===== src/rtl/cw305_reg_mailbox_pkg.sv =====
`default_nettype none
// ============================================================================
// Module      : cw305_reg_mailbox_pkg
// Description : Register offsets, STATUS layout and CTRL bit positions shared
//               by the host<->core mailbox.
// Revision    : 1.0 - initial release
// ============================================================================
package cw305_reg_mailbox_pkg;

    // Register offsets within one channel's 4-address window
    typedef enum logic [1:0] {
        MBOX_TX_DATA = 2'd0,
        MBOX_RX_DATA = 2'd1,
        MBOX_STATUS  = 2'd2,
        MBOX_CTRL    = 2'd3
    } mbox_reg_e;

    typedef struct packed {
        logic [1:0] rsvd;
        logic       rx_udf;
        logic       tx_ovf;
        logic       rx_full;
        logic       rx_empty;
        logic       tx_full;
        logic       tx_empty;
    } mbox_status_t;

    localparam int c_ST_TX_EMPTY = 0;
    localparam int c_ST_TX_FULL  = 1;
    localparam int c_ST_RX_EMPTY = 2;
    localparam int c_ST_RX_FULL  = 3;
    localparam int c_ST_TX_OVF   = 4;
    localparam int c_ST_RX_UDF   = 5;

    localparam int c_CTRL_FLUSH_TX = 0;
    localparam int c_CTRL_FLUSH_RX = 1;
    localparam int c_CTRL_CLR_ERR  = 2;
    localparam int c_CTRL_IRQ_EN   = 3;

endpackage
`default_nettype wire


===== src/rtl/cw305_mbox_fifo.sv =====
`default_nettype none
// ============================================================================
// Module      : cw305_mbox_fifo
// Description : Synchronous first-word-fall-through FIFO with flush and count.
// Revision    : 1.0 - initial release
// ============================================================================
module cw305_mbox_fifo #(
    parameter int WIDTH = 32,
    parameter int DEPTH = 4
) (
    input  logic                         clk,
    input  logic                         rst_n,
    input  logic                         i_push,
    input  logic [WIDTH-1:0]             i_push_data,
    input  logic                         i_pop,
    input  logic                         i_flush,
    output logic [WIDTH-1:0]             o_head,
    output logic                         o_full,
    output logic                         o_empty,
    output logic [$clog2(DEPTH):0]       o_count
);
    localparam int c_PW = $clog2(DEPTH);
    localparam int c_CW = c_PW + 1;

    logic [WIDTH-1:0] r_mem [DEPTH];
    logic [c_PW-1:0]  r_wr_ptr;
    logic [c_PW-1:0]  r_rd_ptr;
    logic [c_CW-1:0]  r_count;
    logic             w_push_ok;
    logic             w_pop_ok;

    // Full comes from the registered count, so a same-cycle pop never frees room
    assign o_full    = (r_count == c_CW'(DEPTH));
    assign o_empty   = (r_count == '0);
    assign o_count   = r_count;
    assign o_head    = r_mem[r_rd_ptr];
    assign w_push_ok = i_push & ~o_full  & ~i_flush;
    assign w_pop_ok  = i_pop  & ~o_empty & ~i_flush;

    always_ff @(posedge clk or negedge rst_n) begin
        if (!rst_n) begin
            r_wr_ptr <= '0;
            r_rd_ptr <= '0;
            r_count  <= '0;
        end else if (i_flush) begin
            r_wr_ptr <= '0;
            r_rd_ptr <= '0;
            r_count  <= '0;
        end else begin
            if (w_push_ok) r_wr_ptr <= r_wr_ptr + 1'b1;
            if (w_pop_ok)  r_rd_ptr <= r_rd_ptr + 1'b1;
            r_count <= r_count + c_CW'(w_push_ok) - c_CW'(w_pop_ok);
        end
    end

    always_ff @(posedge clk) begin
        if (w_push_ok) r_mem[r_wr_ptr] <= i_push_data;
    end

endmodule
`default_nettype wire


===== src/rtl/cw305_reg_mailbox.sv =====
`default_nettype none
// ============================================================================
// Module      : cw305_reg_mailbox
// Description : Multi-channel host<->core mailbox on the byte-wide register bus.
// Revision    : 1.0 - initial release
// ============================================================================
module cw305_reg_mailbox
    import cw305_reg_mailbox_pkg::*;
#(
    parameter int pADDR_WIDTH   = 21,
    parameter int pBYTECNT_SIZE = 7,
    parameter int pNUM_CH       = 2,
    parameter int pDATA_WIDTH   = 32,
    parameter int pFIFO_DEPTH   = 4,
    parameter int pBASE_ADDR    = 'h10
) (
    input  logic                                 usb_clk,
    input  logic                                 reset_n_i,
    input  logic [pADDR_WIDTH-pBYTECNT_SIZE-1:0] reg_address,
    input  logic [pBYTECNT_SIZE-1:0]             reg_bytecnt,
    input  logic [7:0]                           write_data,
    output logic [7:0]                           read_data,
    input  logic                                 reg_read,
    input  logic                                 reg_write,
    input  logic                                 reg_addrvalid,
    output logic [pNUM_CH-1:0]                   O_tx_valid,
    output logic [pNUM_CH*pDATA_WIDTH-1:0]       O_tx_data,
    input  logic [pNUM_CH-1:0]                   I_tx_ready,
    input  logic [pNUM_CH-1:0]                   I_rx_valid,
    input  logic [pNUM_CH*pDATA_WIDTH-1:0]       I_rx_data,
    output logic [pNUM_CH-1:0]                   O_rx_ready,
    output logic                                 O_host_irq
);
    localparam int c_AW     = pADDR_WIDTH - pBYTECNT_SIZE;
    localparam int c_NBYTES = pDATA_WIDTH / 8;
    localparam int c_CW     = $clog2(pFIFO_DEPTH) + 1;

    logic                     w_wr;
    logic                     w_rd;
    logic                     w_byte_ok;
    logic                     w_last_byte;
    logic [pNUM_CH-1:0][7:0]  w_ch_rdata;
    logic [pNUM_CH-1:0]       w_irq;
    logic [7:0]               w_rdata;

    assign w_wr        = reg_addrvalid & reg_write;
    assign w_rd        = reg_addrvalid & reg_read;
    assign w_byte_ok   = (reg_bytecnt < pBYTECNT_SIZE'(c_NBYTES));
    assign w_last_byte = (reg_bytecnt == pBYTECNT_SIZE'(c_NBYTES - 1));

    for (genvar c = 0; c < pNUM_CH; c++) begin : g_ch
        localparam logic [c_AW-1:0] c_A_TX = c_AW'(pBASE_ADDR + 4*c + int'(MBOX_TX_DATA));
        localparam logic [c_AW-1:0] c_A_RX = c_AW'(pBASE_ADDR + 4*c + int'(MBOX_RX_DATA));
        localparam logic [c_AW-1:0] c_A_ST = c_AW'(pBASE_ADDR + 4*c + int'(MBOX_STATUS));
        localparam logic [c_AW-1:0] c_A_CT = c_AW'(pBASE_ADDR + 4*c + int'(MBOX_CTRL));

        logic                   w_sel_tx, w_sel_rx, w_sel_st, w_sel_ct;
        logic                   w_tx_push, w_ctrl_wr, w_tx_flush, w_rx_flush, w_clr_err;
        logic                   w_rx_rd, w_rx_pop, w_ovf_set, w_udf_set;
        logic                   w_tx_full, w_tx_empty, w_rx_full, w_rx_empty;
        logic [c_CW-1:0]        w_tx_count, w_rx_count;
        logic [pDATA_WIDTH-1:0] w_tx_head, w_rx_head, w_asm_next;
        logic [pDATA_WIDTH-1:0] r_asm;
        logic                   r_tx_ovf, r_rx_udf, r_irq_en, r_pop_armed;
        mbox_status_t           w_status;

        assign w_sel_tx   = (reg_address == c_A_TX);
        assign w_sel_rx   = (reg_address == c_A_RX);
        assign w_sel_st   = (reg_address == c_A_ST);
        assign w_sel_ct   = (reg_address == c_A_CT);
        assign w_tx_push  = w_wr & w_sel_tx & w_last_byte;
        assign w_ctrl_wr  = w_wr & w_sel_ct & (reg_bytecnt == '0);
        assign w_tx_flush = w_ctrl_wr & write_data[c_CTRL_FLUSH_TX];
        assign w_rx_flush = w_ctrl_wr & write_data[c_CTRL_FLUSH_RX];
        assign w_clr_err  = w_ctrl_wr & write_data[c_CTRL_CLR_ERR];
        assign w_rx_rd    = w_rd & w_sel_rx & w_byte_ok;
        // Pop fires once, on the first idle cycle after the last byte was read
        assign w_rx_pop   = r_pop_armed & ~reg_read;
        assign w_ovf_set  = w_tx_push & w_tx_full & ~w_tx_flush;
        assign w_udf_set  = w_rx_rd & w_rx_empty;

        always_comb begin
            w_asm_next = r_asm;
            for (int b = 0; b < c_NBYTES; b++) begin
                if (reg_bytecnt == pBYTECNT_SIZE'(b)) w_asm_next[8*b +: 8] = write_data;
            end
        end

        always_ff @(posedge usb_clk or negedge reset_n_i) begin
            if (!reset_n_i) begin
                r_asm       <= '0;
                r_tx_ovf    <= 1'b0;
                r_rx_udf    <= 1'b0;
                r_irq_en    <= 1'b0;
                r_pop_armed <= 1'b0;
            end else begin
                if (w_wr && w_sel_tx && w_byte_ok) r_asm <= w_asm_next;
                if (w_ctrl_wr) r_irq_en <= write_data[c_CTRL_IRQ_EN];
                r_tx_ovf <= w_ovf_set | (r_tx_ovf & ~w_clr_err);
                r_rx_udf <= w_udf_set | (r_rx_udf & ~w_clr_err);
                if (w_rx_flush || w_rx_pop)
                    r_pop_armed <= 1'b0;
                else if (w_rx_rd && w_last_byte && !w_rx_empty)
                    r_pop_armed <= 1'b1;
            end
        end

        cw305_mbox_fifo #(.WIDTH(pDATA_WIDTH), .DEPTH(pFIFO_DEPTH)) u_tx_fifo (
            .clk         (usb_clk),
            .rst_n       (reset_n_i),
            .i_push      (w_tx_push),
            .i_push_data (w_asm_next),
            .i_pop       (I_tx_ready[c]),
            .i_flush     (w_tx_flush),
            .o_head      (w_tx_head),
            .o_full      (w_tx_full),
            .o_empty     (w_tx_empty),
            .o_count     (w_tx_count)
        );

        cw305_mbox_fifo #(.WIDTH(pDATA_WIDTH), .DEPTH(pFIFO_DEPTH)) u_rx_fifo (
            .clk         (usb_clk),
            .rst_n       (reset_n_i),
            .i_push      (I_rx_valid[c]),
            .i_push_data (I_rx_data[c*pDATA_WIDTH +: pDATA_WIDTH]),
            .i_pop       (w_rx_pop),
            .i_flush     (w_rx_flush),
            .o_head      (w_rx_head),
            .o_full      (w_rx_full),
            .o_empty     (w_rx_empty),
            .o_count     (w_rx_count)
        );

        assign w_status = '{rsvd: 2'b00, rx_udf: r_rx_udf, tx_ovf: r_tx_ovf,
                            rx_full: w_rx_full, rx_empty: w_rx_empty,
                            tx_full: w_tx_full, tx_empty: w_tx_empty};

        always_comb begin
            w_ch_rdata[c] = 8'h00;
            if (w_sel_rx && !w_rx_empty) begin
                for (int b = 0; b < c_NBYTES; b++) begin
                    if (reg_bytecnt == pBYTECNT_SIZE'(b)) w_ch_rdata[c] = w_rx_head[8*b +: 8];
                end
            end else if (w_sel_st) begin
                if (reg_bytecnt == pBYTECNT_SIZE'(0))      w_ch_rdata[c] = w_status;
                else if (reg_bytecnt == pBYTECNT_SIZE'(1)) w_ch_rdata[c] = 8'(w_tx_count);
                else if (reg_bytecnt == pBYTECNT_SIZE'(2)) w_ch_rdata[c] = 8'(w_rx_count);
            end else if (w_sel_ct && reg_bytecnt == '0) begin
                w_ch_rdata[c][c_CTRL_IRQ_EN] = r_irq_en;
            end
        end

        assign O_tx_valid[c]                              = ~w_tx_empty;
        assign O_tx_data[c*pDATA_WIDTH +: pDATA_WIDTH]    = w_tx_head;
        assign O_rx_ready[c]                              = ~w_rx_full;
        assign w_irq[c]                                   = ~w_rx_empty & r_irq_en;
    end

    always_comb begin
        w_rdata = 8'h00;
        for (int c = 0; c < pNUM_CH; c++) w_rdata = w_rdata | w_ch_rdata[c];
    end

    always_ff @(posedge usb_clk or negedge reset_n_i) begin
        if (!reset_n_i) read_data <= 8'h00;
        else            read_data <= w_rd ? w_rdata : 8'h00;
    end

    assign O_host_irq = |w_irq;

endmodule
`default_nettype wire

===== config.mk =====
export PLATFORM = sky130hd
export DESIGN_NAME = cw305_reg_mailbox
export DESIGN_NICKNAME = d
export VERILOG_FILES = /design/src/rtl/cw305_reg_mailbox_pkg.sv /design/src/rtl/cw305_mbox_fifo.sv /design/src/rtl/cw305_reg_mailbox.sv
export SDC_FILE = /design/constraint.sdc
export NUM_CORES = 1
export LEC_CHECK = 0
export ABC_AREA = 0
export CAP_MARGIN = 20
export CORE_MARGIN = 2
export CORE_UTILIZATION = 55
export CTS_CLUSTER_DIAMETER = 200
export DETAILED_ROUTE_END_ITERATION = 8
export PLACE_DENSITY = 0.75
export SYNTH_ARGS = -nofsm -noshare
export SYNTH_HDL_FRONTEND = slang
export SYNTH_SLANG_ARGS = --single-unit

===== constraint.sdc =====
create_clock -name usb_clk -period 5.4 [get_ports usb_clk]
set_input_delay 1.35 -clock usb_clk [delete_from_list [all_inputs] [get_ports usb_clk]]
set_output_delay 1.35 -clock usb_clk [all_outputs]
set_load 0.02 [all_outputs]

=== After elaboration in Yosys (flattened, before gate mapping) ===
Memories as Yosys holds them, arrays and structs flattened.
Index checks and enable logic that the tools add are counted.

* Reduce and logical (&&, ||, !) cells: 32
* Magnitude comparators: 1
* Equal/unequal tests: 15
* $add $sub $neg: 16
* Muxes and demuxes: 65
* Bitwise operators: 70

{| class="wikitable"
|+ Operators by type and width
! kind !! count
|-
| 8-bit 2-to-1 mux || 23
|-
| 14-bit by 5-bit equality test with 1-bit output (second input constant) || 8
|-
| 1-bit bitwise AND || 50
|-
| 2-bit 2-to-1 mux || 16
|-
| 3-bit 2-to-1 mux || 8
|-
| 2-bit nonzero test || 10
|-
| 2-bit by 1-bit adder with 2-bit output (second input constant) || 8
|-
| 1-bit 2-to-1 mux || 16
|-
| 1-bit inverter || 15
|-
| 7-bit by 2-bit equality test with 1-bit output (second input constant) || 2
|-
| 3-bit by 1-bit adder with 3-bit output || 4
|-
| 3-bit equality test (second input constant) || 4
|-
| 1-bit logical AND || 12
|-
| 3-bit zero test || 4
|-
| 3-bit by 1-bit subtractor with 3-bit output || 4
|-
| 4-bit 2-to-1 mux || 2
|-
| 8-bit bitwise OR || 1
|-
| 7-bit by 1-bit equality test with 1-bit output (second input constant) || 1
|-
| 7-bit zero test || 1
|-
| 7-bit by 3-bit less-than comparator with 1-bit output (second input constant) || 1
|-
| 1-bit bitwise OR || 4
|-
| 1-bit zero test || 2
|-
| 1-bit logical OR || 2
|-
| 2-bit OR reduction || 1
|}

* Bits of input ports: 102
* Bits in registers: 108
* Output and inout bits: 77
* Memory bits (writable): 512
* Word-level logic and storage cells: 226
* Memories: 4

{| class="wikitable"
|+ Memories
! memory !! words !! width !! rd ports !! clocked after memory_dff !! write ports !! RTL line !! RTL
|-
| g_ch[0].u_rx_fifo.r_mem || 4 || 32 || 1 || 0 || 1 || cw305_mbox_fifo.sv:25 || <nowiki>logic [WIDTH-1:0] r_mem [DEPTH];</nowiki>
|-
| g_ch[0].u_tx_fifo.r_mem || 4 || 32 || 1 || 0 || 1 || cw305_mbox_fifo.sv:25 ||
|-
| g_ch[1].u_rx_fifo.r_mem || 4 || 32 || 1 || 0 || 1 || cw305_mbox_fifo.sv:25 ||
|-
| g_ch[1].u_tx_fifo.r_mem || 4 || 32 || 1 || 0 || 1 || cw305_mbox_fifo.sv:25 ||
|}

=== Depth between registers and ports, before layout ===
Gate-level depths: netlist of run 1.

* Depth in word-level cells: 9
* Depth in mapped cells: 13

=== Cells and area by module ===
From an unflattened synthesis of run 1, not the netlist that was laid out.

* Cells, all modules: 1400
* Area total of the unflattened synthesis: 25146.6 µm²

{| class="wikitable"
|+ Modules (own cells, without submodules)
! module !! area each (µm²) !! seq. area each (µm²) !! cells each !! instances
|-
| cw305_mbox_fifo || 5132.4 || 4018.9 || 215 || 4
|-
| cw305_reg_mailbox || 4616.9 || 2001.9 || 540 || 1
|}

=== Worst setup path before layout of run 1 ===
No wires, ideal clock.

* Path kind: input-to-reg
* From: in reg_address[9]
* To: reg g_ch[1].u_tx_fifo.r_count[2]
* Data arrival time: 4.453 ns
* Path slack: 0.790 ns
* Data required time: 5.243 ns
* Buffers on the path: 1
* Cell stages on the path: 13
* Cell sequence: or4_1 or3_1 clkbuf_1 nor4_1 nor2_1 ha_1 inv_1 ha_1 inv_1 fa_1 xor2_1 xnor2_1 nor2_1

* Longest elaborated chain between the ends: 9
* Elaborated cells between the ends (all ways): 14
* Those cells by class: 2 x add/sub; 2 x eq/ne; 1 x mux; 9 x bitwise

{| class="wikitable"
|+ Ends and longest elaborated chain
! item !! RTL line !! RTL
|-
| from (decl) || cw305_reg_mailbox.sv:19 || <nowiki>input logic [pADDR_WIDTH-pBYTECNT_SIZE-1:0] reg_address,</nowiki>
|-
| 14-bit by 5-bit equality test with 1-bit output || cw305_reg_mailbox.sv:70 || <nowiki>assign w_sel_ct = (reg_address == c_A_CT);</nowiki>
|-
| 1-bit bitwise AND (2 in series) || cw305_reg_mailbox.sv:72 || <nowiki>assign w_ctrl_wr = w_wr & w_sel_ct & (reg_bytecnt == '0);</nowiki>
|-
| 1-bit bitwise AND || cw305_reg_mailbox.sv:73 || <nowiki>assign w_tx_flush = w_ctrl_wr & write_data[c_CTRL_FLUSH_TX];</nowiki>
|-
| 1-bit inverter || cw305_mbox_fifo.sv:37, cw305_mbox_fifo.sv:38 ||
|-
| 1-bit bitwise AND || cw305_mbox_fifo.sv:37 || <nowiki>assign w_push_ok = i_push & ~o_full & ~i_flush;</nowiki>
|-
| 3-bit by 1-bit adder with 3-bit output || cw305_mbox_fifo.sv:52 || <nowiki>r_count <= r_count + c_CW'(w_push_ok) - c_CW'(w_pop_ok);</nowiki>
|-
| 3-bit by 1-bit subtractor with 3-bit output || cw305_mbox_fifo.sv:52 ||
|-
| 3-bit 2-to-1 mux (*) || cw305_mbox_fifo.sv:45 || <nowiki>end else if (i_flush) begin</nowiki>
|-
| to (signal assigned) || cw305_mbox_fifo.sv:52 ||
|-
| to (decl) || cw305_mbox_fifo.sv:28 || <nowiki>logic [c_CW-1:0] r_count;</nowiki>
|}

Every way passes the cells marked *; elsewhere a longest branch is shown, timed or not.
A chain may end at the register's enable or synchronous reset.

=== Final worst setup path of run 1 ===
* From: reg g_ch[1].u_tx_fifo.r_rd_ptr[0]
* To: out O_tx_data[46]

* Longest elaborated chain between the ends: 1

{| class="wikitable"
|+ Ends and longest elaborated chain
! item !! RTL line !! RTL
|-
| from (decl) || cw305_mbox_fifo.sv:27 || <nowiki>logic [c_PW-1:0] r_rd_ptr;</nowiki>
|-
| from (signal assigned) || cw305_mbox_fifo.sv:51 || <nowiki>if (w_pop_ok) r_rd_ptr <= r_rd_ptr + 1'b1;</nowiki>
|-
| memory read 4 x 32 bit || - ||
|-
| to (decl) || cw305_reg_mailbox.sv:27 || <nowiki>output logic [pNUM_CH*pDATA_WIDTH-1:0] O_tx_data,</nowiki>
|}

No other way between the ends.

==> flow_summary.ini, run 1 <==
[clock_tree]
post_cts_resized = 0
cts.sinks = 620
h-tree-depth = 2
cts_tree = yes
clock_path_buffers = 3
clockRootBuffer = clkbuf_16
numCtsBuffers = 60
clkSlewWorstSetupHoldPaths_ns = 0.06
cts_hold_buf = 0
post-cts-setup-buffers = 0
clock_latency_ns = 0.61

[detailed_routing]
dr.pass1.iters = 5
drcViolationCount = 0
vias_per_cell = 5.861
wl_um = 51140
num_vias = 12730
routedWlPerCell_um = 23.55
antenna_left = 0
drt_iter0_drc = 1022

[place]
gp_congestion = 0.8905
dp_hpwl_um = 32440
portBuffers = 178

[critical_path]
worst-path-max-fanout = 24
reg2reg_slack_ns = 2.64
cp-end-kind = output port
start_kind = register
arrival_ns = 3.04
critPathKind = reg2out
required_ns = 4.05

[synthesis]
synthAdderAreaFrac = 0.01532
synthCells = 1296
synth_area_sq_mm = 0.02482
yosys.area.top_type = edfxtp_1
synth_area_leaders = edfxtp_1, mux4_2, dfrtp_1
ys_ff_latch = 620
synth_mux_area_frac = 0.1728
synth-simple-area-share = 0.04819
synth_compound_area_frac = 0.01542
synth_edf_count = 512
postSynth.asyncResetShare = 0.1742
netlist.area_leader.share = 0.6194
yosys_most_used_dff = edfxtp_1
seq_area_frac_synth = 0.7283
synth_top_family_by_area = multiplexers
syn_area_per_cell_sq_um = 19.15
yosys_warnings = 0
yosysMostFrequentCell = edfxtp_1
syn_nets = 1426
synth_common_cells = edfxtp_1, mux4_2, mux2_2, dfrtp_1, nand2_1
synth_cell_type_count = 53
synth-xor-area-share = 0.006351

[layout]
drive_gt1_frac = 0.2624
area_delta_synth_final_pct = 19.27
fill_cells = 2919
fin_nets = 1656

[worst_hold_path]
holdCritPathClass = reg2reg

[die]
start_util = 0.5589
ios = 179
die_area_sq_mm = 0.04684
placementRows = 77
die_w_um = 216.4
core_region_area_sq_mm = 0.04441
die-height_um = 216.4

[sta]
final.setup_skew_ns = 0.01037
rsz0062_at_grt = false
hold_ws_ns = 0.4768
fin_crit_ns = 4.392
setup_viol = 0
tns_ns = 0
clock.fmax_mhz = 227.7
maxSlewHeadroom = 0.4123
worst_pin_slew_ns = 0.8816
min_period_over_period = 0.8134
final-max-slew-violation-count = 0
final_hold_viol_count = 0

[global_routing]
antenna_found_initial = 9
gr-total-overflow = 0
grt_use_total = 0.2239
grt_max_degree = 61
grt_pass1_wl_um = 78570
grt_pass1_vias = 13070

[job]
maxCapViolations = 0

[pwr]
power.leakage_nw = 10.86
p_per_area_mw_per_mm2 = 424.1
ir_worst_vdd_mv = 0.3027

[run_status]
outcome = finished, final reports clean
-- power by group --
part / switching, mW / internal, mW
clock network: 1.74 / 2.60
logic: 1.11 / 1.11
registers: 0.351 / 5.66
total: 3.19 / 9.36
-- layer usage --
| metal | vias up | routed length [um] | track usage |
|---|---|---|---|
| li1 | 5594 | - | - |
| met1 | 6628 | 21080 | 0.3081 |
| met2 | 415 | 25480 | 0.3688 |
| met3 | 82 | 3520 | 0.04912 |
| met4 | 12 | 978 | 0.05731 |
| met5 | - | 77 | 0 |
-- registers in the layout (all words and copies together), names as in the netlist, 4 cells and up --
signal and flops:
g_ch.r_asm 64, g_ch.u_rx_fifo.o_count 6, g_ch.u_rx_fifo.r_mem 256, g_ch.u_rx_fifo.r_rd_ptr 4, g_ch.u_rx_fifo.r_wr_ptr 4, g_ch.u_tx_fifo.o_count 6, g_ch.u_tx_fifo.r_mem 256, g_ch.u_tx_fifo.r_rd_ptr 4
g_ch.u_tx_fifo.r_wr_ptr 4, read_data 8
-- cells by family after synthesis --
| logic type | count (synthesis) |
|---|---|
| simple gates | 241 |
| flops | 620 |
| xor+xnor | 18 |
| fa+ha+maj | 28 |
| buf+inv | 86 |
| mux | 248 |
| compound gates | 55 |
-- worst max-delay path: stages, from the launching register on --
cell,delay (ns)
dfrtp_2,0.93
buf_4,0.39
mux4_2,0.55
clkdlybuf4s50_1,0.55
-- layout by cell type (no fill, tap or decap), types with 5 or more instances in the layout --
cell,Yosys,final
nand2_1,105,105
nor2b_1,13,13
clkdlybuf4s50_1,0,176
mux2_2,114,114
o21ai_0,17,17
xnor2_1,8,8
ha_1,24,24
a21oi_1,5,5
or3_1,6,6
nor4_1,8,8
xor2_1,10,10
clkinv_2,0,15
clkinv_1,0,6
buf_4,0,47
dfrtp_2,0,6
nand4_1,5,5
and2_1,17,17
nand3_1,12,12
o221ai_1,10,10
dfrtp_1,108,102
inv_1,28,28
mux4_2,133,133
clkbuf_1,33,8
nor3_1,7,7
edfxtp_1,512,512
clkbuf_8,0,5
bufinv_16,0,9
clkbuf_16,0,62
nor2_1,37,37
nand2b_1,7,7
clkinvlp_4,0,6
-- final cells by class --
class / count / area [sq um] / area share
well taps: 592 / 740.7 / 0.02502
diodes: 2 / 5.005 / 0.0001691
inverters: 28 / 105.1 / 0.003550
repair buffers: 226 / 2160 / 0.07295
clock buffers: 75 / 1650 / 0.05575
multi-input cells: 590 / 6419 / 0.2168
flip-flops and latches: 620 / 18080 / 0.6109
clock inverters: 39 / 439.2 / 0.01484
-- path summary, 6_finish.rpt --
kind / startpoint / endpoint / cells past startpoint
max in group asynchronous: reset_n_i / g_ch[1].u_rx_fifo.r_rd_ptr[0]$_DFFE_PN0P_ / 2
worst max register to register: g_ch[1].u_rx_fifo.o_count[2]$_DFF_PN0_ / g_ch[1].u_rx_fifo.o_count[2]$_DFF_PN0_ / 11
worst max-delay path: g_ch[1].u_tx_fifo.r_rd_ptr[0]$_DFFE_PN0P_ / O_tx_data[46] / 3
worst min-delay path: g_ch[1].r_rx_udf$_DFF_PN0_ / g_ch[1].r_rx_udf$_DFF_PN0_ / 1
min in group asynchronous: reset_n_i / g_ch[0].r_asm[16]$_DFFE_PN0P_ / 1
worst min register to register: g_ch[1].r_rx_udf$_DFF_PN0_ / g_ch[1].r_rx_udf$_DFF_PN0_ / 1
-- stage by stage --
stage               power, mW  cells  area (sq um)    util  setup slack, ns
floorplan               7.368   1296         24820       -           0.7905
global placement        8.313   2056         27510  0.6194           0.5083
detailed placement      8.367   2056         27510  0.6194           0.4791
CTS                     12.69   2170         29600  0.6664           0.9118
global route            13.04   2170         29600  0.6664           0.8112
finish                  12.56   2172         29600  0.6665            1.008
No activity file was read; power rests on OpenSTA's default activity.
==> inputs of run 2 (changes only) <==
Settings changed: CORE_UTILIZATION 55 to 53, PLACE_DENSITY 0.75 to 0.76.
Clock period 5.4 ns to 3.9 ns, I/O delays scaled along.
==> run 2 against run 1 <==
  * Setup slack got worse by 0.83 ns
  * Critical endpoint is now g_ch[0].u_tx_fifo.o_count[2]$_DFF_PN0_
  * Clock skew rose by 0.0065 ns
  * Critical path type is now in2reg
  * Global-route usage down 0.16 points
  * Total power up 38%
  * Critical path depth grew 11
==> flow_summary.ini, run 2 (synthesis gave the netlist of run 1 again) <==
[run_status]
outcome = finished, final reports clean

[sta]
clock.fmax_mhz = 268.3
final.setup_skew_ns = 0.01685
worst_pin_slew_ns = 0.8548
final-max-slew-violation-count = 0
min_period_over_period = 0.9556
setup_viol = 0
hold_ws_ns = 0.4098
final_hold_viol_count = 0
tns_ns = 0
fin_crit_ns = 3.727
rsz0062_at_grt = false
maxSlewHeadroom = 0.4284

[detailed_routing]
dr.pass1.iters = 5
vias_per_cell = 5.787
antenna_left = 0
routedWlPerCell_um = 23.53
drcViolationCount = 0
wl_um = 52140
drt_iter0_drc = 960
num_vias = 12820

[critical_path]
worst-path-max-fanout = 3
r2r_cells = 11
r2r_end = g_ch[1].u_rx_fifo.o_count[2]$_DFF_PN0_
start_kind = input port
arrival_ns = 4.23
crit_end = g_ch[0].u_tx_fifo.o_count[2]$_DFF_PN0_
cp-end-kind = register
r2r-start = g_ch[1].u_rx_fifo.o_count[2]$_DFF_PN0_
reg2reg_slack_ns = 1.30
critPathKind = in2reg
required_ns = 4.40
startpoint = reg_address[9]

[pwr]
combPwrFrac = 0.199
seq_power_share = 0.467
power.leakage_nw = 11.06
fin_total_pwr_mw = 17.31
power.internal_mw = 12.84
p_clk_frac = 0.334
ir_worst_vdd_mv = 0.4439
swShare = 0.2583
p_per_area_mw_per_mm2 = 574.6
switchingPower_mw = 4.471

[clock_tree]
cts_tree = yes
h-tree-depth = 2
clock_latency_ns = 0.62
post-cts-setup-buffers = 0
clockRootBuffer = clkbuf_16
cts.sinks = 620
clock_path_buffers = 3
post_cts_resized = 0
cts_hold_buf = 0
numCtsBuffers = 61
clkSlewWorstSetupHoldPaths_ns = 0.06

[global_routing]
grt_pass1_vias = 13310
gr-total-overflow = 0
grt_pass1_wl_um = 79720
antenna_found_initial = 4
grt_max_degree = 65
use_met2 = 0.3691
busiest_layer = met2
met3_usage = 0.05649
use_met1 = 0.2968
grt_use_total = 0.2223

[die]
placementRows = 79
die-height_um = 220.4
die_w_um = 220.4
ios = 179
start_util = 0.5354
core_region_area_sq_mm = 0.04636
die_area_sq_mm = 0.04858

[worst_hold_path]
holdCritPathClass = in2async

[place]
dpl.cell_count = 2100
dp_hpwl_um = 32630
gp_congestion = 0.9065
portBuffers = 178
place_area_sq_mm = 0.02812

[layout]
final_cell_mix = edfxtp_1, clkdlybuf4s50_1, mux4_2
regArea_sq_mm = 0.01808
fin_area_sq_mm = 0.03013
fin_nets = 1686
area_delta_synth_final_pct = 21.37
multiInputGateArea_sq_mm = 0.006454
layout_commonest_cell = edfxtp_1
fill_cells = 3131
drive_gt1_frac = 0.2755
stdcell_count = 2216
top_regs = g_ch.u_rx_fifo.r_mem (256), g_ch.u_tx_fifo.r_mem (256), g_ch.r_asm (64)

[job]
maxCapViolations = 0
run 2: cell count changes in the layout (fill, tap and decap cells not counted), moves of 3 or more:
cell / delta
buf_12: +27
bufinv_16: -4
clkinv_4: +3
and2_2: +4
clkbuf_1: +3
and2_1: -4
run 2: how the worst min path moves through the flow:
stage,end,cells past startpoint,start
after global routing,g_ch[0].r_asm[22]$_DFFE_PN0P_,1,reset_n_i
after floorplan,g_ch[1].r_tx_ovf$_DFF_PN0_,2,g_ch[1].r_tx_ovf$_DFF_PN0_
after detailed placement,g_ch[1].r_tx_ovf$_DFF_PN0_,2,g_ch[1].r_tx_ovf$_DFF_PN0_
final,g_ch[0].r_asm[22]$_DFFE_PN0P_,1,reset_n_i
after CTS,g_ch[1].r_asm[16]$_DFFE_PN0P_,1,reset_n_i
after global placement,g_ch[1].r_rx_udf$_DFF_PN0_,1,g_ch[1].r_rx_udf$_DFF_PN0_
run 2: power by group through the flow:
| stage | Sequential (mW) | Combinational (mW) | Clock [mW] |
|---|---|---|---|
| floorplan | 8.12 | 2.08 | 0 |
| global placement | 8.17 | 3.47 | 0 |
| detailed placement | 8.22 | 3.50 | 0 |
| CTS | 8.09 | 3.52 | 5.91 |
| global route | 8.14 | 3.73 | 6.16 |
| finish | 8.08 | 3.44 | 5.79 |
run 2: worst max-delay path, cell delays in order:
cell,delay [ns]
clkdlybuf4s50_1,0.40
or4_1,0.66
or3_1,0.48
buf_4,0.18
nor4_2,0.19
nor2_1,0.08
ha_1,0.27
inv_1,0.05
ha_1,0.13
inv_1,0.05
fa_1,0.40
xor2_1,0.17
xnor2_1,0.13
nor2_1,0.05
run 2: area by class of cell:
class	instances	share of cell area
diodes	1	0.00008307
clock buffers	78	0.05553
clock inverters	37	0.01109
inverters	28	0.003489
multi-input cells	590	0.2142
flip-flops and latches	620	0.6002
well taps	607	0.02521
repair buffers	255	0.09013
run 2: stage by stage:
step             util  worst slack, ns
5_1_grt        0.6498          0.02060
6_report       0.6498           0.1730
4_1_cts        0.6498           0.2439
2_1_floorplan       -          -0.1119
3_3_place_gp   0.6065          -0.3475
3_5_place_dp   0.6065          -0.4168
run 2: per-layer routing:
metal	wire [um]	vias to the layer above
li1	-	5669
met1	21070	6652
met3	3709	85
met5	27	-
met2	26280	413
met4	1060	4
==> inputs of run 3 (changes only) <==
Settings changed: CORE_MARGIN 2 to default.
==> run 3 against run 2 <==
  * Sequential share of layout area shrank 0.32 points
  * Flip-flop and latch count is the same
  * First-iteration DRC count shrank 3.2%
  * Hold slack gained 0.035 ns
  * Final area grew 0.54%
  * Maximum frequency grew 2.6%
  * Utilization grew 1.2 points
  * Setup slack gained 0.096 ns
  * Sequential power is essentially flat
  * Die area shrank 1.8%
  * Critical path depth is the same
  * Via count grew 0.90%
  * Critical path type unchanged
  * Critical endpoint unchanged
  * Largest cell class unchanged
==> flow_summary.ini, run 3 (synthesis gave the netlist of run 1 again) <==
[sta]
worst_pin_slew_ns = 0.8333
clock.fmax_mhz = 275.4
final-max-slew-violation-count = 0
maxSlewHeadroom = 0.4427
final.setup_skew_ns = 0.01320
final_hold_viol_count = 0
tns_ns = 0
rsz0062_at_grt = false
fin_crit_ns = 3.631
setup_viol = 0
min_period_over_period = 0.9310

[clock_tree]
clockRootBuffer = clkbuf_16
clock_latency_ns = 0.61
cts_tree = yes
h-tree-depth = 2
numCtsBuffers = 60
cts_hold_buf = 0
cts.sinks = 620
post-cts-setup-buffers = 0
clkSlewWorstSetupHoldPaths_ns = 0.06
post_cts_resized = 0
clock_path_buffers = 3

[critical_path]
critPathKind = in2reg
critPathSlowestCell = or4_4
arrival_ns = 4.13
cp-end-kind = register
worst-path-max-fanout = 3
critPathMaxStageDelay_ns = 0.59
crit_chain = clkdlybuf4s50_1 -> or4_4 -> or3_1 -> buf_4 -> nor4_2 -> nor2_1 -> ha_1 -> inv_1 -> ha_1 -> inv_1 -> fa_1 -> xor2_1 -> xnor2_1 -> nor2_1
start_kind = input port
required_ns = 4.40

[detailed_routing]
routedWlPerCell_um = 23.48
wl_um = 52300
dr.pass1.iters = 5
vias_per_cell = 5.810
drt_iter0_drc = 929
num_vias = 12940
antenna_left = 0
drcViolationCount = 0

[job]
maxCapViolations = 0

[pwr]
fin_total_pwr_mw = 17.43
swShare = 0.2544
p_clk_frac = 0.337
seq_power_share = 0.464
ir_worst_vdd_mv = 0.4086
combPwrFrac = 0.200
p_per_area_mw_per_mm2 = 575.3
switchingPower_mw = 4.434
power.internal_mw = 12.99
power.leakage_nw = 11.18

[global_routing]
antenna_found_initial = 5
grt_max_degree = 58
grt_pass1_wl_um = 80180
grt_pass1_vias = 13550
gr-total-overflow = 0
grt_use_total = 0.2275

[die]
ios = 179
core_region_area_sq_mm = 0.04577
start_util = 0.5423
die_w_um = 218.4
die_area_sq_mm = 0.04770
die-height_um = 218.4
placementRows = 78

[layout]
drive_gt1_frac = 0.2821
fin_nets = 1707
num_antenna_cells = 0
final_cell_mix = edfxtp_1, clkdlybuf4s50_1, mux4_2
top_regs = g_ch.u_rx_fifo.r_mem (256), g_ch.u_tx_fifo.r_mem (256), g_ch.r_asm (64)
layout_commonest_cell = edfxtp_1
area_delta_synth_final_pct = 22.02

[worst_hold_path]
holdCritPathClass = in2async

[place]
portBuffers = 178
dp_hpwl_um = 34170
gp_congestion = 0.8700

[run_status]
outcome = finished, final reports clean
run 3: area by class of cell:
type                            count  area, sq um
Tap cell                          600        750.7
Fill cell                        3025        15480
Timing Repair Buffer              277         2880
Inverter                           28        105.1
Clock buffer                       84         1653
Clock inverter                     28        359.1
Sequential cell                   620        18080
Multi-Input combinational cell    590         6457
run 3: critical path, delay by kind of cell:
kind,cells,cell delay [ns]
xor+xnor,2,0.32
fa+ha+maj,3,0.80
buf+inv,4,0.68
simple gates,5,1.34
run 3: power by group through the flow:
stage	Clock [mW]	Combinational [mW]	Sequential [mW]
after floorplan	0	2.08	8.12
after global placement	0	3.50	8.18
after detailed placement	0	3.54	8.22
after CTS	5.98	3.55	8.09
after global routing	6.23	3.73	8.13
final	5.87	3.48	8.08
run 3: final timing paths:
path                                                              from                                        end  slack [ns]  cells past startpoint
worst min-delay path                                         reset_n_i              g_ch[0].r_asm[16]$_DFFE_PN0P_        0.45                      1
worst max register to register  g_ch[0].u_rx_fifo.o_count[2]$_DFF_PN0_     g_ch[0].u_rx_fifo.o_count[2]$_DFF_PN0_        1.28                     11
max in group asynchronous                                    reset_n_i  g_ch[0].u_rx_fifo.r_rd_ptr[0]$_DFFE_PN0P_        2.68                      2
min in group usb_clk                        g_ch[1].r_rx_udf$_DFF_PN0_                 g_ch[1].r_rx_udf$_DFF_PN0_        0.48                      1
worst max-delay path                                    reg_address[9]     g_ch[0].u_tx_fifo.o_count[2]$_DFF_PN0_        0.27                     14
worst min register to register              g_ch[1].r_rx_udf$_DFF_PN0_                 g_ch[1].r_rx_udf$_DFF_PN0_        0.48                      1
run 3: per-layer routing:
| layer | global-route usage | share of wire | up-vias |
|---|---|---|---|
| met5 | 0 | 0.00069 | - |
| met4 | 0.06923 | 0.024 | 6 |
| met3 | 0.05344 | 0.077 | 92 |
| met2 | 0.3731 | 0.50 | 440 |
| met1 | 0.3037 | 0.40 | 6696 |
| li1 | - | - | 5705 |
run 3: per-stage QoR:
| stage | instance area (sq um) | utilization | hold WS [ns] | worst slack [ns] | cells |
|---|---|---|---|---|---|
| after floorplan | 24860 | - | 0.4331 | -0.1119 | 1296 |
| after detailed placement | 28270 | 0.6177 | 0.4575 | -0.4402 | 2115 |
| after CTS | 30280 | 0.6616 | 0.4603 | 0.1977 | 2227 |
| after global routing | 30290 | 0.6617 | 0.5061 | 0.07244 | 2227 |
| after global placement | 28270 | 0.6177 | 0.4551 | -0.3854 | 2115 |
| final | 30290 | 0.6617 | 0.4452 | 0.2690 | 2227 |
